==> src/rtl/alu181_pkg.sv <==
// Shared types and constants for the nibble-serial 74181 word ALU.
package alu181_pkg;

    localparam int unsigned NIBBLE_W = 4;

    typedef enum logic [1:0] {
        ST_IDLE = 2'd0,
        ST_RUN  = 2'd1,
        ST_DONE = 2'd2
    } state_e;

    // Select codes; S_XOR shares its encoding with S_SUB and is meant for M = 1.
    localparam logic [3:0] S_ADD = 4'b1001;
    localparam logic [3:0] S_SUB = 4'b0110;
    localparam logic [3:0] S_XOR = 4'b0110;

    localparam logic M_ARITH = 1'b0;
    localparam logic M_LOGIC = 1'b1;

endpackage

==> src/rtl/alu181_slice.sv <==
// Combinational 4-bit 74181 slice, active-high data, active-low carries.
module alu181_slice
    import alu181_pkg::*;
(
    input  logic [NIBBLE_W-1:0] a,
    input  logic [NIBBLE_W-1:0] b,
    input  logic [3:0]          s,
    input  logic                m,
    input  logic                cn_b,
    output logic [NIBBLE_W-1:0] f,
    output logic                aeb,
    output logic                x,
    output logic                y,
    output logic                cn4_b
);

    logic [NIBBLE_W-1:0] p_c;
    logic [NIBBLE_W-1:0] g_c;
    logic [NIBBLE_W-1:0] half_c;
    logic [NIBBLE_W:0]   c_c;

    // Per-bit propagate/generate selected by S; G always implies P.
    always_comb begin
        p_c    = a | (b & {NIBBLE_W{s[0]}}) | (~b & {NIBBLE_W{s[1]}});
        g_c    = (a & b & {NIBBLE_W{s[3]}}) | (a & ~b & {NIBBLE_W{s[2]}});
        half_c = p_c & ~g_c;
    end

    // Ripple carry, internally active-high.
    always_comb begin
        c_c    = '0;
        c_c[0] = ~cn_b;
        for (int i = 0; i < int'(NIBBLE_W); i++) begin
            c_c[i+1] = g_c[i] | (p_c[i] & c_c[i]);
        end
    end

    always_comb begin
        f     = m ? ~half_c : (half_c ^ c_c[NIBBLE_W-1:0]);
        aeb   = &f;
        cn4_b = ~c_c[NIBBLE_W];
        x     = ~(&p_c);
        y     = ~(g_c[3] | (p_c[3] & g_c[2]) | (p_c[3] & p_c[2] & g_c[1])
                  | (p_c[3] & p_c[2] & p_c[1] & g_c[0]));
    end

endmodule

==> src/rtl/alu181_word_sequencer.sv <==
// Word-wide ALU that runs one 74181 slice over the operands a nibble per clock,
// chaining CN4b back into CNb through a carry register.
module alu181_word_sequencer
    import alu181_pkg::*;
#(
    parameter int unsigned NIBBLES = 4
)
(
    input  logic                   clk,
    input  logic                   rst,
    input  logic                   in_valid,
    output logic                   in_ready,
    input  logic [4*NIBBLES-1:0]   a_in,
    input  logic [4*NIBBLES-1:0]   b_in,
    input  logic [3:0]             s_in,
    input  logic                   m_in,
    input  logic                   cn_b_in,
    output logic                   out_valid,
    input  logic                   out_ready,
    output logic [4*NIBBLES-1:0]   f_out,
    output logic                   cn_b_out,
    output logic                   aeb_out
);

    localparam int unsigned W     = NIBBLE_W * NIBBLES;
    localparam int unsigned IDX_W = (NIBBLES > 1) ? $clog2(NIBBLES) : 1;
    localparam logic [IDX_W-1:0] IDX_LAST = IDX_W'(NIBBLES - 1);

    state_e           state_q, state_d;
    logic [IDX_W-1:0] idx_q, idx_d;
    logic [W-1:0]     a_q, a_d;
    logic [W-1:0]     b_q, b_d;
    logic [3:0]       s_q, s_d;
    logic             m_q, m_d;
    logic             carry_q, carry_d;
    logic [W-1:0]     res_q, res_d;
    logic             aeb_run_q, aeb_run_d;
    logic [W-1:0]     f_out_q, f_out_d;
    logic             cn_b_out_q, cn_b_out_d;
    logic             aeb_out_q, aeb_out_d;
    logic             in_ready_q, in_ready_d;
    logic             out_valid_q, out_valid_d;

    logic [NIBBLE_W-1:0] slice_a_c;
    logic [NIBBLE_W-1:0] slice_b_c;
    logic [NIBBLE_W-1:0] slice_f_c;
    logic                slice_aeb_c;
    logic                slice_cn4_b_c;
    logic                unused_x;
    logic                unused_y;

    assign slice_a_c = a_q[int'(idx_q)*NIBBLE_W +: NIBBLE_W];
    assign slice_b_c = b_q[int'(idx_q)*NIBBLE_W +: NIBBLE_W];

    alu181_slice u_slice (
        .a     (slice_a_c),
        .b     (slice_b_c),
        .s     (s_q),
        .m     (m_q),
        .cn_b  (carry_q),
        .f     (slice_f_c),
        .aeb   (slice_aeb_c),
        .x     (unused_x),
        .y     (unused_y),
        .cn4_b (slice_cn4_b_c)
    );

    // Next-state, datapath and output-register update.
    always_comb begin
        state_d    = state_q;
        idx_d      = idx_q;
        a_d        = a_q;
        b_d        = b_q;
        s_d        = s_q;
        m_d        = m_q;
        carry_d    = carry_q;
        res_d      = res_q;
        aeb_run_d  = aeb_run_q;
        f_out_d    = f_out_q;
        cn_b_out_d = cn_b_out_q;
        aeb_out_d  = aeb_out_q;

        case (state_q)
            ST_IDLE: begin
                if (in_valid) begin
                    a_d       = a_in;
                    b_d       = b_in;
                    s_d       = s_in;
                    m_d       = m_in;
                    carry_d   = cn_b_in;
                    idx_d     = '0;
                    aeb_run_d = 1'b1;
                    state_d   = ST_RUN;
                end
            end
            ST_RUN: begin
                res_d[int'(idx_q)*NIBBLE_W +: NIBBLE_W] = slice_f_c;
                carry_d   = slice_cn4_b_c;
                aeb_run_d = aeb_run_q & slice_aeb_c;
                idx_d     = idx_q + IDX_W'(1);
                if (idx_q == IDX_LAST) begin
                    idx_d      = '0;
                    f_out_d    = res_d;
                    cn_b_out_d = slice_cn4_b_c;
                    aeb_out_d  = aeb_run_d;
                    state_d    = ST_DONE;
                end
            end
            ST_DONE: begin
                if (out_ready) begin
                    state_d = ST_IDLE;
                end
            end
            default: begin
                state_d = ST_IDLE;
            end
        endcase

        in_ready_d  = (state_d == ST_IDLE);
        out_valid_d = (state_d == ST_DONE);
    end

    always_ff @(posedge clk) begin
        if (rst) begin
            state_q     <= ST_IDLE;
            idx_q       <= '0;
            a_q         <= '0;
            b_q         <= '0;
            s_q         <= '0;
            m_q         <= 1'b0;
            carry_q     <= 1'b1;
            res_q       <= '0;
            aeb_run_q   <= 1'b0;
            f_out_q     <= '0;
            cn_b_out_q  <= 1'b1;
            aeb_out_q   <= 1'b0;
            in_ready_q  <= 1'b1;
            out_valid_q <= 1'b0;
        end else begin
            state_q     <= state_d;
            idx_q       <= idx_d;
            a_q         <= a_d;
            b_q         <= b_d;
            s_q         <= s_d;
            m_q         <= m_d;
            carry_q     <= carry_d;
            res_q       <= res_d;
            aeb_run_q   <= aeb_run_d;
            f_out_q     <= f_out_d;
            cn_b_out_q  <= cn_b_out_d;
            aeb_out_q   <= aeb_out_d;
            in_ready_q  <= in_ready_d;
            out_valid_q <= out_valid_d;
        end
    end

    assign in_ready  = in_ready_q;
    assign out_valid = out_valid_q;
    assign f_out     = f_out_q;
    assign cn_b_out  = cn_b_out_q;
    assign aeb_out   = aeb_out_q;

endmodule

==> config.mk <==
export PLATFORM = sky130hd
export DESIGN_NAME = alu181_word_sequencer
export DESIGN_NICKNAME = d
export VERILOG_FILES = /design/src/rtl/alu181_pkg.sv /design/src/rtl/alu181_slice.sv /design/src/rtl/alu181_word_sequencer.sv
export SDC_FILE = /design/constraint.sdc
export NUM_CORES = 1
export LEC_CHECK = 0
export CAP_MARGIN = 40
export CORE_AREA = 3 3 86 88
export CTS_CLUSTER_SIZE = 12
export DETAILED_ROUTE_END_ITERATION = 6
export DIE_AREA = 0 0 89 91
export GPL_TIMING_DRIVEN = 1
export PLACE_DENSITY = 0.79
export SETUP_SLACK_MARGIN = 0.2
export SYNTH_ARGS = -nofsm -noshare
export SYNTH_HDL_FRONTEND = slang
export SYNTH_SLANG_ARGS = --single-unit
==> constraint.sdc <==
create_clock -name clk -period 3.4 [get_ports clk]
set_input_delay 0.34 -clock clk [delete_from_list [all_inputs] [get_ports clk]]
set_output_delay 0.34 -clock clk [all_outputs]
set_load 0.01 [all_outputs]
Word-level counts from Yosys, hierarchy flattened. Index checks and enable logic that the tools add are counted.

Muxes and demuxes: 13. Add/subtract/negate cells: 2. Reductions and logical operators: 7. Bitwise logic cells: 25. Shift-type cells: 4. Equality and inequality tests: 5.

Operators with widths (number): $neg 4->34 (1); $shift 4x34->16 const A (1); $shiftx 4x34->16 (1); $shiftx 16x5->4 (2); $and 4x4->4 (7); $bwmux 16 (1); $not 4->4 (3); $or 4x4->4 (3); $mux 2 (5); $eq 2x2->1 const B (3); $pmux 2 s3 (1); $reduce_and 2->1 (3); $and 1x1->1 (5); $logic_not 2->1 (2); $mux 4 (1); $or 1x1->1 (4); $pmux 1 s2 (2); $pmux 2 s2 (1); $reduce_and 4->1 (1); $xor 4x4->4 (1); $add 2x1->2 const B (1); $eq 2x1->1 const B (1); $mux 1 (2); $ne 2x2->1 const B (1); other kinds (2) (3).

Output and inout port bits: 20. Register bits after elaboration: 79. Word-level logic and storage cells: 70.

Longest topological paths before layout.
Depth in word-level cells: 15. Mapped depth: 8. Depth with buffers taken out: 7.

By module. From an unflattened synthesis, not the netlist that was laid out.

Cell total of the unflattened synthesis: 379. Area, all modules: 3718.6 sq um.

Modules (own cells, without submodules): alu181_word_sequencer (instances 1, cells each 331, area each 3355.7 sq um, sequential area each 1581.5 sq um); alu181_slice (instances 1, cells each 48, area each 362.8 sq um, sequential area each 0.0 sq um).

Worst setup path before layout. OpenSTA, ideal clock, no wires.

Path kind: reg-to-reg. Start point: register idx_q[0]. End point: register f_out_q[11], in the netlist f_out[11]. Clock period less this slack: 2427 ps. Cell stages (with the launch flop): 9. Arrival time: 2292 ps. Path slack: 973 ps. Cell sequence: dfxtp_1 buf_6 mux4_2 mux2_4 mux2i_4 o31ai_1 a2bb2oi_4 a221oi_2 nor3_2.

Word-level cells in the longest chain between the ends: 14. Elaborated cells on any way between the ends: 29. Those cells by class: add/sub (1); eq/ne (1); shift (4); mux (2); bitwise (20); reduce/logical (1).

Ends and longest elaborated chain: start: declaration (RTL line alu181_word_sequencer.sv:30) `logic [IDX_W-1:0] idx_q, idx_d;`; start signal: assignment (RTL line alu181_word_sequencer.sv:141) `idx_q <= idx_d;`; $shiftx 16x5->4 (RTL line alu181_word_sequencer.sv:53) `assign slice_b_c = b_q[int'(idx_q)*NIBBLE_W +: NIBBLE_W];`; $and 4x4->4 / $not 4->4 (equally long branches) (RTL line alu181_slice.sv:24, alu181_slice.sv:25); $or 4x4->4 (tied with other cells) (RTL line alu181_slice.sv:24) `p_c = a | (b & {NIBBLE_W{s[0]}}) | (~b & {NIBBLE_W{s[1]}});`; $or 4x4->4 / $and 4x4->4 (equally long branches) (RTL line alu181_slice.sv:24, alu181_slice.sv:25); $and 1x1->1 / $or 4x4->4 (equally long branches) (RTL line alu181_slice.sv:34, alu181_slice.sv:25); $or 1x1->1 (RTL line alu181_slice.sv:34) `c_c[i+1] = g_c[i] | (p_c[i] & c_c[i]);`; $and 1x1->1 (RTL line alu181_slice.sv:34); $or 1x1->1 (RTL line alu181_slice.sv:34); $and 1x1->1 (RTL line alu181_slice.sv:34); $or 1x1->1 (RTL line alu181_slice.sv:34); $xor 4x4->4 (RTL line alu181_slice.sv:39) `f = m ? ~half_c : (half_c ^ c_c[NIBBLE_W-1:0]);`; $mux 4 (RTL line alu181_slice.sv:39); $shiftx 4x34->16 (RTL line alu181_word_sequencer.sv:97) `res_d[int'(idx_q)*NIBBLE_W +: NIBBLE_W] = slice_f_c;`; $bwmux 16 (RTL line alu181_word_sequencer.sv:97); end signal: assignment (RTL line alu181_word_sequencer.sv:149) `f_out_q <= f_out_d;`; end: declaration (RTL line alu181_word_sequencer.sv:38) `logic [W-1:0] f_out_q, f_out_d;`.

Several ways; a longest one is shown, not always the timed one. A chain may end at the register's enable or synchronous reset.

Worst setup path after layout.
Start point: register idx_q[1]. End point: register res_q[2].

Word-level cells in the longest chain between the ends: 14. Elaborated cells on any way between the ends: 27. Those cells by class: add/sub (1); shift (4); mux (2); bitwise (20).

Ends and longest elaborated chain: $shiftx 16x5->4 (RTL line alu181_word_sequencer.sv:53); $and 4x4->4 / $not 4->4 (equally long branches) (RTL line alu181_slice.sv:24, alu181_slice.sv:25); $or 4x4->4 (tied with other cells) (RTL line alu181_slice.sv:24); $or 4x4->4 / $and 4x4->4 (equally long branches) (RTL line alu181_slice.sv:24, alu181_slice.sv:25); $and 1x1->1 / $or 4x4->4 (equally long branches) (RTL line alu181_slice.sv:34, alu181_slice.sv:25); $or 1x1->1 (RTL line alu181_slice.sv:34); $and 1x1->1 (RTL line alu181_slice.sv:34); $or 1x1->1 (RTL line alu181_slice.sv:34); $and 1x1->1 (RTL line alu181_slice.sv:34); $or 1x1->1 (RTL line alu181_slice.sv:34); $xor 4x4->4 (RTL line alu181_slice.sv:39); $mux 4 (RTL line alu181_slice.sv:39); $shiftx 4x34->16 (RTL line alu181_word_sequencer.sv:97); $bwmux 16 (*) (RTL line alu181_word_sequencer.sv:97); end signal: assignment (RTL line alu181_word_sequencer.sv:147) `res_q <= res_d;`; end: declaration (RTL line alu181_word_sequencer.sv:36) `logic [W-1:0] res_q, res_d;`.

Mark *: on every way between the ends. The rest lies on a longest branch, timed or not.

==> reports/results.tsv <==
stage	metric	value	unit
power_and_ir_drop	p_int	1.40	mW
die	core-area	6720	sq um
yosys	synthCells	399	
power_and_ir_drop	pwr-share-comb	0.166	
power_and_ir_drop	p_seq_frac	0.510	
power_and_ir_drop	switchingPower	0.557	mW
global_routing	track_usage	0.209	
yosys	synth_area_leaders	dfxtp_1, nand2_1, a21oi_1	
setup_path	cp_max_fo	13	
die	die_w	89	um
yosys	ys_ff_latch	79	
global_routing	grt_max_degree	46	
yosys	synth_top_cell_by_area	dfxtp_1	
clocking	cts_tree	yes	
clocking	cts.sink_count	79	
final_layout	layout-drive-gt1-share	0.135	
setup_path	worstSetupPathType	register to register	
power_and_ir_drop	power_density	442	nW/um^2
placed_design	placement.io_buffers	61	
die	die_h	91	um
power_and_ir_drop	sw_frac_of_total	0.285	
sta	setup_ws	0.783	ns
clocking	cts_hold_buffers	0	
global_routing	grt_pass1_vias	2829	
job	max_cap_violations	0	
final_layout	fin_nets	502	
yosys	ys_dominant_reg_cell	dfxtp_1	
setup_path	end_kind	register	
route	drt_wl_total	7940	um
route	drc	0	
sta	rsz0062_at_grt	false	
power_and_ir_drop	vdd_drop_max	0.219	mV
setup_path	cp-start-kind	register	
placed_design	pre_cts_ws	0.796	ns
power_and_ir_drop	p_clk_frac	0.324	
clocking	numCtsBuffers	9	
route	dr_total_vias	3002	
hold_path	hold_path_class	input port to register	
sta	worst_slew_pin_slew	0.853	ns
clocking	cts-root-buf	clkbuf_8	
placed_design	hpwl	5660	um
setup_path	crit_arrival	2.90	ns
sta	maxSlewHeadroom	0.431	
sta	setup_violations	0	
setup_path	cp.required	3.68	ns
yosys	synth_edf_count	0	
run_status	outcome	finished clean	
route	wl_per_cell	14.7	um
clocking	cts_setup_buffers	0	
yosys	yosysUniqueCellTypes	47	
global_routing	grt_pass1_wl	13300	um
yosys	synth-seq-area-share	0.444	
sta	period_needed	2.62	ns
route	via_per_inst	5.58	
yosys	syn_area_per_cell	8.93	sq um
yosys	synth_most_common_cell	nand2_1	
sta	fmax	382	MHz
route	ant_nets	0	
yosys	synthTopCellsByCount	nand2_1, dfxtp_1, a21oi_1	
clocking	clockBufferDepth	2	
power_and_ir_drop	p_leak	1.59	nW
sta	slew_violations	0	
final_layout	syn2layout_area_growth	24.2	%
placed_design	gp_congestion	0.799	
clocking	ctsHtreeMaxLevel	3	
die	die_area	8100	sq um
die	start_util	0.530	
yosys	async_flop_share	0	
yosys	yosys.area.top_type_share	0.444	
sta	hold_violations	0	
sta	tns	0	ns
final_layout	antennaDiodeCount	0	
route	detail_route.first_pass.iterations	4	
global_routing	antenna_found_initial	0	
global_routing	globalRouteOverflowTotal	0	
clocking	clkTransAtPathRegs	0.08	ns
die	ioPinCount	62	
clocking	worstSkewPairLatency	0.36	ns
route	first_iter_violations	101	
yosys	yosysWarnings	0	
yosys	netlist_area	3560	sq um
die	rows	30	
sta	skew	0.00793	ns
yosys	syn_nets	447	
sta	min_period_over_period	0.770	
clocking	cts_resized	0	
critical path, cell delays in order (launching register included):
cell	delay, ns
dfxtp_1	0.66
mux4_2	0.42
mux2_2	0.30
a21boi_1	0.24
o211ai_1	0.13
xor2_1	0.38
a22oi_1	0.15
a211oi_1	0.25
worst paths after layout:
check / start / endpoint / slack [ns] / cells past startpoint
setup / recovery: idx_q[1] / res_q[2] / 0.78 / 7
hold / removal: rst / s_q[2] / 0.34 / 2
setup reg to reg: idx_q[1] / res_q[2] / 0.78 / 7
hold reg to reg: b_q[4] / b_q[4] / 0.46 / 2
power groups by stage:
stage	clock network [mW]	registers [mW]	logic, mW
3_5_place_dp	0	1.02	0.322
3_3_place_gp	0	1.02	0.312
2_1_floorplan	0	1.01	0.221
6_report	0.633	0.997	0.324
4_1_cts	0.646	0.997	0.323
5_1_grt	0.680	1.00	0.358
placed cells by master (no fill, tap or decap), drive strengths merged, types with 2 or more instances in the layout:
| master | n |
|---|---|
| nand2b | 4 |
| mux4 | 8 |
| clkbuf | 10 |
| a221oi | 9 |
| a211oi | 16 |
| and2 | 3 |
| mux2 | 5 |
| nor3 | 11 |
| clkinvlp | 2 |
| nor2 | 42 |
| nand2 | 89 |
| a21oi | 45 |
| o21ai | 2 |
| clkinv | 2 |
| xor2 | 2 |
| buf | 12 |
| nor2b | 4 |
| clkdlybuf4s50 | 60 |
| mux2i | 4 |
| a22oi | 8 |
| ha | 6 |
| a32oi | 8 |
| inv | 9 |
| dfxtp | 79 |
state kept, by name, summed over array words and instances, names as in the netlist:
signal / count
a_q: 16
b_q: 16
f_out: 16
res_q: 16
s_q: 4
idx_q: 2
state_q: 2
aeb_out: 1
aeb_run_q: 1
carry_q: 1
cn_b_out: 1
in_ready: 1
m_q: 1
out_valid: 1
stage by stage:
step | total power, mW | instances | area [sq um] | util | hold WS, ns
after floorplan | 1.23 | 399 | 3560 | - | 0.433
after global placement | 1.33 | 522 | 4230 | 0.630 | 0.441
after detailed placement | 1.34 | 523 | 4250 | 0.633 | 0.445
after CTS | 1.97 | 538 | 4420 | 0.658 | 0.329
after global routing | 2.04 | 538 | 4420 | 0.658 | 0.336
final | 1.95 | 538 | 4420 | 0.658 | 0.338
logic make-up (layout without fill, tap and decap cells):
kind of cell,Yosys count,after routing,share of synthesized area
DFF,79,79,0.444
and+or+nand+nor,159,159,0.196
muxes,17,17,0.0832
xor gates and xnor gates,3,3,0.0126
adders and majority gates,6,6,0.0211
buffers and inverters,36,95,0.0404
AOI/OAI and AO/OA,99,99,0.203
per-layer routing:
layer / GRT usage / share of wire / vias to the layer above
li1: - / - / 1509
met1: 0.296 / 0.49 / 1394
met2: 0.311 / 0.45 / 89
met3: 0.0490 / 0.043 / 10
met4: 0.0744 / 0.017 / 0
met5: 0 / 0 / -
cell type report:
cell class | instances | area (sq um)
multi-input combinational | 284 | 1840
timing repair buffer | 72 | 701
inverter | 8 | 30.0
sequential | 79 | 1580
fill | 558 | 2290
clock inverter | 5 | 33.8
tap | 80 | 100
clock buffer | 10 | 138
(Power assumes the default switching activity.)
